<file path="config.mk">
export PLATFORM = sky130hd
export DESIGN_NAME = mem_arbiter
export DESIGN_NICKNAME = d
export VERILOG_FILES = /design/src/rtl/mem_arbiter.sv
export SDC_FILE = /design/constraint.sdc
export NUM_CORES = 1
export LEC_CHECK = 0
export ABC_AREA = 1
export ABC_CLOCK_PERIOD_IN_PS = 1700
export BUFFER_PORTS_ARGS = -buffer_cell sky130_fd_sc_hd__buf_4
export CAP_MARGIN = 20
export CORE_UTILIZATION = 35
export DETAILED_ROUTE_END_ITERATION = 16
export REMOVE_ABC_BUFFERS = 1
export SLEW_MARGIN = 20
export SYNTH_ARGS = -nofsm -noshare
export SYNTH_HDL_FRONTEND = slang
export SYNTH_SLANG_ARGS = --single-unit
export TNS_END_PERCENT = 20
</file>
<file path="constraint.sdc">
create_clock -name clock -period 1.7 [get_ports clock]
set_input_delay 0.085 -clock clock [delete_from_list [all_inputs] [get_ports clock]]
set_output_delay 0.085 -clock clock [all_outputs]
set_load 0.1 [all_outputs]
</file>
<file path="src/rtl/mem_arbiter.sv">
// Purpose: shares one single-port memory between the CPU datapath and an external requester (loader/video).
// Latency: mem_en one cycle after grant; write ack 2 cycles, read ack 2+RD_LAT cycles after the granting cycle.
// Backpressure: requests are held until their ack; the loser of arbitration waits and receives no ack.
//
// Ports:
//   clock, reset (async, active-low)
//   cpu_req/we/addr/wdata -> cpu_ack/cpu_rdata     CPU request port
//   ext_req/we/addr/wdata -> ext_ack/ext_rdata     external request port
//   mem_en/we/addr/wdata, mem_rdata                memory macro side
//   busy (state != IDLE), owner (0 = CPU, 1 = ext; current or most recent grant)
//
// Build option: define MEM_ARB_RR_EN for strict round-robin arbitration.
// Without it the CPU has fixed priority, limited to MAX_BURST consecutive
// grants while ext_req is waiting.
module mem_arbiter #(
    parameter int ADDR_W    = 16,
    parameter int DATA_W    = 8,
    parameter int RD_LAT    = 1,
    parameter int MAX_BURST = 4
) (
    input  logic              clock,
    input  logic              reset,
    input  logic              cpu_req,
    input  logic              cpu_we,
    input  logic [ADDR_W-1:0] cpu_addr,
    input  logic [DATA_W-1:0] cpu_wdata,
    output logic              cpu_ack,
    output logic [DATA_W-1:0] cpu_rdata,
    input  logic              ext_req,
    input  logic              ext_we,
    input  logic [ADDR_W-1:0] ext_addr,
    input  logic [DATA_W-1:0] ext_wdata,
    output logic              ext_ack,
    output logic [DATA_W-1:0] ext_rdata,
    output logic              mem_en,
    output logic              mem_we,
    output logic [ADDR_W-1:0] mem_addr,
    output logic [DATA_W-1:0] mem_wdata,
    input  logic [DATA_W-1:0] mem_rdata,
    output logic              busy,
    output logic              owner
);

    typedef enum logic [1:0] {IDLE, ISSUE, WAIT, ACK} state_t;

    localparam logic [2:0] LAT_INIT = 3'(RD_LAT);

    state_t     state;
    state_t     state_nxt;
    logic [2:0] lat_cnt;
    logic       grant_ext;   // arbitration winner for this IDLE cycle
    logic       grant;       // a grant is made this cycle

    assign grant = (state == IDLE) && (cpu_req || ext_req);

`ifdef MEM_ARB_RR_EN
    // Set when the CPU was granted last, so ext wins the next tie.
    // Resets to 0 so the first tie after reset goes to the CPU.
    logic rr_ext_pri;

    assign grant_ext = ext_req && (!cpu_req || rr_ext_pri);

    always_ff @(posedge clock or negedge reset) begin
        if (!reset) begin
            rr_ext_pri <= 1'b0;
        end else if (grant) begin
            rr_ext_pri <= !grant_ext;
        end
    end
`else
    localparam logic [3:0] BURST_MAX = 4'(MAX_BURST);

    // Counts CPU grants made while ext is waiting; saturates at BURST_MAX,
    // at which point a waiting ext request takes the next slot.
    logic [3:0] burst_cnt;

    assign grant_ext = ext_req && (!cpu_req || (burst_cnt == BURST_MAX));

    always_ff @(posedge clock or negedge reset) begin
        if (!reset) begin
            burst_cnt <= 4'd0;
        end else if (grant) begin
            if (grant_ext) begin
                burst_cnt <= 4'd0;
            end else if (ext_req && (burst_cnt != BURST_MAX)) begin
                burst_cnt <= burst_cnt + 4'd1;
            end
        end
    end
`endif

    // State register, latched access and read-data capture.
    always_ff @(posedge clock or negedge reset) begin
        if (!reset) begin
            state     <= IDLE;
            lat_cnt   <= 3'd0;
            owner     <= 1'b0;
            mem_we    <= 1'b0;
            mem_addr  <= '0;
            mem_wdata <= '0;
            cpu_rdata <= '0;
            ext_rdata <= '0;
        end else begin
            state <= state_nxt;
            if (grant) begin
                owner     <= grant_ext;
                mem_we    <= grant_ext ? ext_we    : cpu_we;
                mem_addr  <= grant_ext ? ext_addr  : cpu_addr;
                mem_wdata <= grant_ext ? ext_wdata : cpu_wdata;
            end
            if ((state == ISSUE) && !mem_we) begin
                lat_cnt <= LAT_INIT;
            end else if (state == WAIT) begin
                lat_cnt <= lat_cnt - 3'd1;
            end
            // Count 1 is the cycle in which mem_rdata for this access is valid.
            if ((state == WAIT) && (lat_cnt == 3'd1)) begin
                if (owner) begin
                    ext_rdata <= mem_rdata;
                end else begin
                    cpu_rdata <= mem_rdata;
                end
            end
        end
    end

    // Next state and state-decoded strobes; decoding from the state register
    // makes mem_en and the acks fall as soon as reset is asserted.
    always_comb begin
        state_nxt = state;
        mem_en    = 1'b0;
        cpu_ack   = 1'b0;
        ext_ack   = 1'b0;
        case (state)
            IDLE: begin
                if (cpu_req || ext_req) begin
                    state_nxt = ISSUE;
                end
            end
            ISSUE: begin
                mem_en    = 1'b1;
                state_nxt = mem_we ? ACK : WAIT;
            end
            WAIT: begin
                if (lat_cnt == 3'd1) begin
                    state_nxt = ACK;
                end
            end
            ACK: begin
                cpu_ack   = !owner;
                ext_ack   = owner;
                state_nxt = IDLE;
            end
            default: state_nxt = IDLE;
        endcase
    end

    assign busy = (state != IDLE);

endmodule

</file>
After elaboration in Yosys (flattened, before gate mapping)
Index checks and enable logic that the tools add are counted.
{"block": "totals", "latch_bits": 0, "mem_bits_ro": 0, "mem_bits_rw": 0, "memories": 0, "reg_bits": 51, "out_inout_bits": 46}
{"block": "op_classes", "bitwise_logic": 1, "div": 0, "reduce_logical": 18, "mul": 0, "magnitude_cmp": 0, "mux": 14, "add_sub_neg": 2, "shift": 0, "eq_ne": 8}
{"cell": "16-bit two-way mux", "n": 1}
{"cell": "4-bit two-way mux", "n": 2}
{"cell": "8-bit two-way mux", "n": 1}
{"cell": "2-bit one-hot mux with 4 select lines", "n": 1}
{"cell": "2-bit AND reduction", "n": 4}
{"cell": "3-bit two-way mux", "n": 2}
{"cell": "2-bit nonzero test", "n": 3}
{"cell": "1-bit logical AND", "n": 5}
{"cell": "1-bit two-way mux", "n": 5}
{"cell": "4-bit by 1-bit adder with 4-bit output, second input constant", "n": 1}
{"cell": "2-bit equality test, second input constant", "n": 2}
{"cell": "4-bit by 3-bit equality test with 1-bit output, second input constant", "n": 1}
{"cell": "2-bit two-way mux", "n": 2}
{"cell": "2-bit by 1-bit inequality test with 1-bit output, second input constant", "n": 2}
{"cell": "4-bit by 3-bit inequality test with 1-bit output, second input constant", "n": 1}
{"cell": "3-bit by 1-bit equality test with 1-bit output, second input constant", "n": 1}
{"cell": "1-bit zero test", "n": 3}
{"cell": "3-bit by 1-bit subtractor with 3-bit output, second input constant", "n": 1}
{"cell": "2-bit by 1-bit equality test with 1-bit output, second input constant", "n": 1}
{"cell": "2-bit zero test", "n": 1}
{"cell": "1-bit logical OR", "n": 2}
{"cell": "1-bit NOT", "n": 1}

Depth between registers and ports, before layout
Gate-level depths: netlist (run 1).
{"block": "logic_depth", "word_depth": 5, "ltp_mapped": 10, "mapped_depth_nobuf": 8}

Worst setup path before layout (run 1)
Ideal clock, no wire load.
{"block": "synth_timing", "path_kind": "register to output", "from": "reg owner", "to": "out cpu_ack", "path_buffers": 0, "path_slack_ps": -564, "path_stages_with_launch": 2, "required_ps": 1615, "arrival_ps": 2179, "cell_sequence": "dfrtp_1 nor2_1"}
{"block": "synth_between", "elab_chain_len": 2}
{"item": "start, declared", "line": "41", "source": "output logic owner"}
{"item": "start signal, assigned", "line": "106", "source": "owner <= grant_ext;"}
{"item": "1-bit zero test", "line": "150", "source": "cpu_ack = !owner;"}
{"item": "1-bit two-way mux", "line": "134", "source": "case (state)"}
{"item": "end, declared", "line": "27", "source": "output logic cpu_ack,"}
Every way passes these cells.

Final worst setup path (run 1)
{"block": "layout_timing", "from": "reg state[0]", "to": "reg burst_cnt[1]"}
{"block": "layout_between", "elab_chain_len": 3}
{"item": "start, declared", "line": "48", "source": "state_t state;"}
{"item": "start signal, assigned", "line": "104", "source": "state <= state_nxt;"}
{"item": "2-bit zero test", "line": "54", "source": "assign grant = (state == IDLE) && (cpu_req || ext_req);"}
{"item": "1-bit logical AND", "line": "54"}
{"item": "2-bit AND reduction (no line)"}
{"item": "end signal, assigned", "line": "86", "source": "burst_cnt <= burst_cnt + 4'd1;"}
{"item": "end, declared", "line": "75", "source": "logic [3:0] burst_cnt;"}
Every way passes these cells.
A chain may end at the register's enable or synchronous reset.

==> results of run 1 <==
==> metal layers <==
| metal | global-route usage [%] | vias to the layer above | share of wire (%) |
|---|---|---|---|
| met4 | 4.62 | 0 | 0.93 |
| met3 | 5.54 | 4 | 9.3 |
| met5 | 0 | - | 0 |
| met2 | 28.8 | 102 | 45 |
| li1 | - | 1282 | - |
| met1 | 21.4 | 1115 | 45 |
==> worst max-delay path, cell delays in order (launching register included) <==
cell and delay, ns:
sky130_fd_sc_hd__dfrtp_1 0.44, sky130_fd_sc_hd__inv_1 0.10, sky130_fd_sc_hd__ha_1 0.24, sky130_fd_sc_hd__o21ai_2 0.08
sky130_fd_sc_hd__buf_4 0.34, sky130_fd_sc_hd__nor2_4 0.09, sky130_fd_sc_hd__nand3_1 0.09, sky130_fd_sc_hd__o21ai_0 0.08
==> kinds of logic after synthesis <==
group / share of synthesized area [%]
xor+xnor: 0.331
compound gates: 5.58
buf+inv: 14.0
flops: 48.2
fa+ha+maj: 3.78
simple gates: 28.1
==> area by class of cell <==
class	count	share of cell area, %
clock buffers	5	1.86
clock inverters	3	1.25
inverters	75	7.61
multi-input cells	210	27.3
flip-flops and latches	51	34.5
well taps	99	3.35
repair buffers	117	24.2
==> per-stage QoR <==
| stage | cells | util [%] | setup slack [ns] | hold WS (ns) |
|---|---|---|---|---|
| detailed placement | 551 | 48.9 | 0.101 | 0.163 |
| finish | 560 | 50.7 | 0.120 | 0.0499 |
| global placement | 551 | 48.9 | 0.158 | 0.163 |
| global route | 560 | 50.7 | 0.00354 | 0.0397 |
| CTS | 560 | 50.7 | 0.0815 | 0.0420 |
| floorplan | 336 | - | -0.913 | -0.211 |
==> state kept, by name, summed over array words and instances, names as in the netlist <==
register / count
lat_cnt: 3
burst_cnt: 4
mem_wdata: 8
owner: 1
state: 2
mem_addr: 16
mem_we: 1
cpu_rdata: 8
ext_rdata: 8
==> worst paths after layout <==
kind / start / endpoint / slack [ns] / cells past startpoint
min in group asynchronous: reset / cpu_rdata[5] / 0.35 / 2
worst max register to register: state[0] / burst_cnt[1] / 0.12 / 7
max in group asynchronous: reset / burst_cnt[1] / 0.90 / 2
worst min-delay path: mem_rdata[2] / cpu_rdata[2] / 0.05 / 3
worst max-delay path: state[0] / burst_cnt[1] / 0.12 / 7
worst min register to register: mem_wdata[0] / mem_wdata[0] / 0.49 / 2
==> cells in the mapped netlist, drive strengths merged <==
| library cell | count |
|---|---|
| nand4 | 2 |
| clkinv | 1 |
| nand3 | 60 |
| inv | 74 |
| o211ai | 1 |
| buf | 13 |
| xor2 | 1 |
| dfrtp | 51 |
| o21ai | 26 |
| clkbuf | 3 |
| ha | 8 |
| a21oi | 2 |
| nor2 | 5 |
| nand2 | 105 |
==> timing repair <==
item	CTS	global route
resized for setup	0	1
endpoints found under the setup margin	0	5
hold buffers	1	0
hold endpoints to repair	51	0
==> metrics.txt, run 1 <==
# TYPE chip_impl_metric gauge
chip_impl_info{name="run_status",value="finished, final reports clean"} 1
chip_impl_metric{name="cts_setup_buffers",unit=""} 0
chip_impl_metric{name="routed-via-count",unit=""} 2503
chip_impl_metric{name="ant_nets",unit=""} 0
chip_impl_info{name="setup.worst_path.start_class",value="flip-flop"} 1
chip_impl_metric{name="slew_violations",unit=""} 0
chip_impl_metric{name="area.sequential",unit="µm²"} 1280
chip_impl_info{name="yosys-top-cells-area",value="sky130_fd_sc_hd__dfrtp_1 48%, sky130_fd_sc_hd__nand2_1 15%, sky130_fd_sc_hd__nand3_1 11%, sky130_fd_sc_hd__inv_1 11%, sky130_fd_sc_hd__o21ai_0 4.7%"} 1
chip_impl_info{name="layout_commonest_cell",value="sky130_fd_sc_hd__buf_4"} 1
chip_impl_metric{name="initial_core_util",unit="%"} 36.3
chip_impl_info{name="worstSetupPathType",value="flip-flop to flip-flop"} 1
chip_impl_info{name="layout.cells.most_common_list",value="115 x sky130_fd_sc_hd__buf_4, 103 x sky130_fd_sc_hd__nand2_1, 74 x sky130_fd_sc_hd__inv_1"} 1
chip_impl_metric{name="cp.arrival",unit="ns"} 1.77
chip_impl_info{name="synth_largest_area_cell",value="sky130_fd_sc_hd__dfrtp_1"} 1
chip_impl_metric{name="drtPass1Iterations",unit=""} 4
chip_impl_metric{name="largest_net_degree_at_the_start_of_global_routing",unit=""} 52
chip_impl_metric{name="multiInputGateArea",unit="µm²"} 1010
chip_impl_metric{name="core",unit="µm²"} 7290
chip_impl_metric{name="wl",unit="µm"} 6590
chip_impl_metric{name="cp_max_fo",unit=""} 28
chip_impl_metric{name="antenna_cells_inserted",unit=""} 0
chip_impl_metric{name="htree_num_levels",unit=""} 2
chip_impl_metric{name="fin_crit_sh",unit="%"} 92.9
chip_impl_metric{name="die_h",unit="µm"} 88.9
chip_impl_metric{name="syn-cell-area",unit="µm²"} 2650
chip_impl_metric{name="worst_pin_slew",unit="ns"} 0.657
chip_impl_metric{name="routed_via_density",unit=""} 4.47
chip_impl_metric{name="yosysWarningCount",unit=""} 0
chip_impl_metric{name="post-synth-top-area-fraction",unit="%"} 48.2
chip_impl_metric{name="wl_per_cell",unit="µm"} 11.8
chip_impl_metric{name="worst_slew_margin_rel",unit="%"} 56.2
chip_impl_metric{name="clock_path_buffers",unit=""} 2
chip_impl_metric{name="synthCells",unit=""} 352
chip_impl_metric{name="placement.io_buffers",unit=""} 107
chip_impl_metric{name="grt_first_pass_wirelength",unit="µm"} 10400
chip_impl_metric{name="final.setup_skew",unit="ns"} 0.0104
chip_impl_info{name="cts_tree",value="yes"} 1
chip_impl_metric{name="clkLatencyLatePin",unit="ns"} 0.31
chip_impl_info{name="crit_path_capture_type",value="flip-flop"} 1
chip_impl_metric{name="first_iter_violations",unit=""} 112
chip_impl_metric{name="grtUsageTotal",unit="%"} 17.2
chip_impl_metric{name="fmax",unit="MHz"} 633
chip_impl_metric{name="grt_antenna_before_repair",unit=""} 0
chip_impl_metric{name="report.final.hold_viol_count",unit=""} 0
chip_impl_metric{name="post-dp-hpwl",unit="µm"} 4850
chip_impl_metric{name="cp_data_required_time",unit="ns"} 1.89
chip_impl_metric{name="synth.lib_cells_used.distinct",unit=""} 22
chip_impl_metric{name="fraction_of_layout_cells_with_a_size_suffix_above_1",unit="%"} 28.0
chip_impl_metric{name="placementRows",unit=""} 31
chip_impl_metric{name="ys_ff_latch",unit=""} 51
chip_impl_metric{name="die_area",unit="µm²"} 7910
chip_impl_info{name="grt_setup_unrepaired",value="no"} 1
chip_impl_metric{name="totalNegativeSetupSlack",unit="ns"} 0
chip_impl_metric{name="finish.net_count",unit=""} 530
chip_impl_metric{name="finalSetupViolCount",unit=""} 0
chip_impl_metric{name="die-width",unit="µm"} 88.9
chip_impl_metric{name="period_needed",unit="ns"} 1.58
chip_impl_metric{name="fillerInstances",unit=""} 736
chip_impl_metric{name="max-cap-violations",unit=""} 0
chip_impl_metric{name="first_global_vias",unit=""} 2318
chip_impl_info{name="worst_min_path_class",value="input port to flip-flop"} 1
chip_impl_metric{name="synth_area_per_cell",unit="µm²"} 7.51
chip_impl_metric{name="pin_count",unit=""} 108
chip_impl_metric{name="clock_transition_at_path_regs",unit="ns"} 0.10
chip_impl_metric{name="cts_buf_count",unit=""} 5
chip_impl_metric{name="clock-sinks",unit=""} 51
chip_impl_metric{name="area.growth.synth_to_final",unit="%"} 39.8
chip_impl_metric{name="drc",unit=""} 0
chip_impl_metric{name="post_dp_cell_area",unit="µm²"} 3570
chip_impl_metric{name="grt-ovfl-total",unit=""} 0
chip_impl_metric{name="gp_congestion",unit=""} 0.742
chip_impl_metric{name="design_area_final",unit="µm²"} 3700
chip_impl_metric{name="sequential_area_share_after_synthesis",unit="%"} 48.2
chip_impl_info{name="clock_root_buffer_master",value="sky130_fd_sc_hd__clkbuf_8"} 1
Power of run 1 is left out: the tool's default activity adds up to more than one toggle a clock period on the data nets, which glitch-free logic cannot reach.
==> inputs of run 2 (changes only) <==
--- a/config.mk
+++ b/config.mk
@@ -6,9 +6,10 @@
 export NUM_CORES = 1
 export LEC_CHECK = 0
 export ABC_AREA = 1
-export ABC_CLOCK_PERIOD_IN_PS = 1700
+export ABC_CLOCK_PERIOD_IN_PS = 1600
 export BUFFER_PORTS_ARGS = -buffer_cell sky130_fd_sc_hd__buf_4
 export CAP_MARGIN = 20
+export CORE_ASPECT_RATIO = 1.5
 export CORE_UTILIZATION = 35
 export DETAILED_ROUTE_END_ITERATION = 16
 export REMOVE_ABC_BUFFERS = 1
==> constraint.sdc (replaced) <==
create_clock -name clock -period 1.6 [get_ports clock]
set_input_delay 0.08 -clock clock [delete_from_list [all_inputs] [get_ports clock]]
set_output_delay 0.08 -clock clock [all_outputs]
set_load 0.1 [all_outputs]
==> metrics.txt, run 2 (same netlist as run 1, synthesis figures left out) <==
# TYPE chip_impl_metric gauge
chip_impl_info{name="run_status",value="finished, final reports clean"} 1
chip_impl_metric{name="core",unit="µm²"} 7270
chip_impl_metric{name="placementRows",unit=""} 38
chip_impl_metric{name="worst_slew_margin_rel",unit="%"} 56.1
chip_impl_info{name="max_flop_register",value="mem_addr"} 1
chip_impl_metric{name="grt_first_pass_wirelength",unit="µm"} 10500
chip_impl_info{name="slowest_stage",value="sky130_fd_sc_hd__dfrtp_1"} 1
chip_impl_metric{name="initial_core_util",unit="%"} 36.4
chip_impl_metric{name="totalNegativeSetupSlack",unit="ns"} 0
chip_impl_info{name="cpMostUsedCell",value="sky130_fd_sc_hd__inv_1"} 1
chip_impl_info{name="crit_path_capture_type",value="primary output"} 1
chip_impl_metric{name="clock_path_buffers",unit=""} 2
chip_impl_metric{name="cp_max_fo",unit=""} 4
chip_impl_metric{name="placement.io_buffers",unit=""} 107
chip_impl_metric{name="fmax",unit="MHz"} 673
chip_impl_metric{name="grtUsageTotal",unit="%"} 17.0
chip_impl_metric{name="pin_count",unit=""} 108
chip_impl_metric{name="final.setup_skew",unit="ns"} 0.0131
chip_impl_metric{name="die_area",unit="µm²"} 7920
chip_impl_metric{name="die-width",unit="µm"} 73.0
chip_impl_metric{name="worst_pin_slew",unit="ns"} 0.658
chip_impl_info{name="r2r-start",value="burst_cnt[0]"} 1
chip_impl_metric{name="antenna_cells_inserted",unit=""} 0
chip_impl_metric{name="gp_congestion",unit=""} 0.732
chip_impl_metric{name="wl_per_cell",unit="µm"} 11.5
chip_impl_metric{name="reg2reg_setup_slack",unit="ns"} 0.12
chip_impl_metric{name="core_util_final",unit="%"} 51.2
chip_impl_metric{name="reg2regPathDepth",unit=""} 9
chip_impl_info{name="min_delay_worst_endpoint",value="mem_wdata[1]"} 1
chip_impl_metric{name="largest_net_degree_at_the_start_of_global_routing",unit=""} 52
chip_impl_metric{name="area.growth.synth_to_final",unit="%"} 40.8
chip_impl_metric{name="finish.net_count",unit=""} 530
chip_impl_metric{name="drtPass1Iterations",unit=""} 4
chip_impl_metric{name="wl",unit="µm"} 6450
chip_impl_info{name="clock_root_buffer_master",value="sky130_fd_sc_hd__clkbuf_8"} 1
chip_impl_info{name="worst_min_path_class",value="input port to flip-flop"} 1
chip_impl_metric{name="finalSetupViolCount",unit=""} 0
chip_impl_metric{name="post-dp-hpwl",unit="µm"} 4630
chip_impl_metric{name="postCtsResizedCells",unit=""} 0
chip_impl_metric{name="cp_data_required_time",unit="ns"} 1.52
chip_impl_info{name="cts_tree",value="yes"} 1
chip_impl_metric{name="cp.arrival",unit="ns"} 1.41
chip_impl_metric{name="slowest_delay",unit="ns"} 0.38
chip_impl_metric{name="hold-worst-slack",unit="ns"} 0.0482
chip_impl_metric{name="clock_transition_at_path_regs",unit="ns"} 0.10
chip_impl_info{name="path_cells",value="inv_1, ha_1, inv_1, buf_4"} 1
chip_impl_metric{name="placed_cells_incl_taps",unit=""} 551
chip_impl_metric{name="clkLatencyLatePin",unit="ns"} 0.31
chip_impl_metric{name="cts_buf_count",unit=""} 5
chip_impl_metric{name="first_iter_violations",unit=""} 87
chip_impl_info{name="regToRegEndpoint",value="mem_wdata[6]"} 1
chip_impl_metric{name="worstHoldPathCells",unit=""} 5
chip_impl_metric{name="routed-via-count",unit=""} 2514
chip_impl_metric{name="max-cap-violations",unit=""} 0
chip_impl_info{name="worstSetupPathType",value="flip-flop to primary output"} 1
chip_impl_info{name="start_point_of_the_worst_min_delay_path",value="cpu_wdata[1]"} 1
chip_impl_info{name="layout_commonest_cell",value="sky130_fd_sc_hd__buf_4"} 1
chip_impl_metric{name="grt_antenna_before_repair",unit=""} 0
chip_impl_metric{name="drc",unit=""} 0
chip_impl_metric{name="grt-ovfl-total",unit=""} 0
chip_impl_metric{name="report.final.hold_viol_count",unit=""} 0
chip_impl_info{name="setup.worst_path.start_class",value="flip-flop"} 1
chip_impl_metric{name="routed_via_density",unit=""} 4.48
chip_impl_info{name="layout.cells.most_common_list",value="114 x sky130_fd_sc_hd__buf_4, 103 x sky130_fd_sc_hd__nand2_1, 74 x sky130_fd_sc_hd__inv_1"} 1
chip_impl_metric{name="fin_crit_sh",unit="%"} 92.9
chip_impl_metric{name="die_h",unit="µm"} 108
chip_impl_metric{name="largest_register_ffs",unit=""} 16
chip_impl_metric{name="first_global_vias",unit=""} 2405
chip_impl_metric{name="final_cells",unit=""} 561
chip_impl_info{name="grt_setup_unrepaired",value="yes"} 1
chip_impl_metric{name="period_needed",unit="ns"} 1.49
chip_impl_metric{name="clock-sinks",unit=""} 51
chip_impl_metric{name="ant_nets",unit=""} 0
chip_impl_metric{name="fraction_of_layout_cells_with_a_size_suffix_above_1",unit="%"} 27.8
chip_impl_metric{name="htree_num_levels",unit=""} 2
chip_impl_metric{name="slew_violations",unit=""} 0
run 2: worst max-delay path: cells and delay by family, from the launching register on:
family / cells / cell delay (ns)
DFF: 1 / 0.38
buffers and inverters: 3 / 0.49
adders and majority gates: 1 / 0.22
run 2: worst max path at each step:
stage | end | startpoint | cells past startpoint | slack [ns]
3_5_place_dp | mem_addr[8] | burst_cnt[0] | 9 | 0.14
5_1_grt | mem_addr[11] | burst_cnt[0] | 9 | -0.01
2_1_floorplan | mem_addr[0] | state[0] | 6 | -1.01
6_report | busy | state[1] | 4 | 0.11
3_3_place_gp | mem_addr[3] | burst_cnt[1] | 9 | 0.21
4_1_cts | busy | state[1] | 4 | 0.09
run 2: final cells by class:
class,count,area (µm²)
fill,761,3550
clock buffer,6,72.6
tap,100,125
timing repair buffer,117,906
multi-input combinational,210,1000
sequential,51,1280
clock inverter,2,60.1
inverter,75,282
run 2: timing repair:
action                                  4_1_cts  5_1_grt
endpoints found under the setup margin        0        2
endpoints found under the hold margin        51        0
hold buffers                                  1        0
buffers inserted                              0        1
run 2: metrics by stage:
step | cell area [µm²] | setup slack [ns]
2_1_floorplan | 2560 | -1.01
3_3_place_gp | 3570 | 0.209
3_5_place_dp | 3570 | 0.135
4_1_cts | 3720 | 0.0900
5_1_grt | 3720 | -0.0117
6_report | 3720 | 0.114
run 2: routing by layer:
layer  share of wire (%)  global-route usage [%]
met5                   0                       0
met4                 1.8                    6.16
met3                 5.8                    4.10
met1                  41                    19.3
met2                  51                    30.4
Power of run 2 is left out for the same reason.
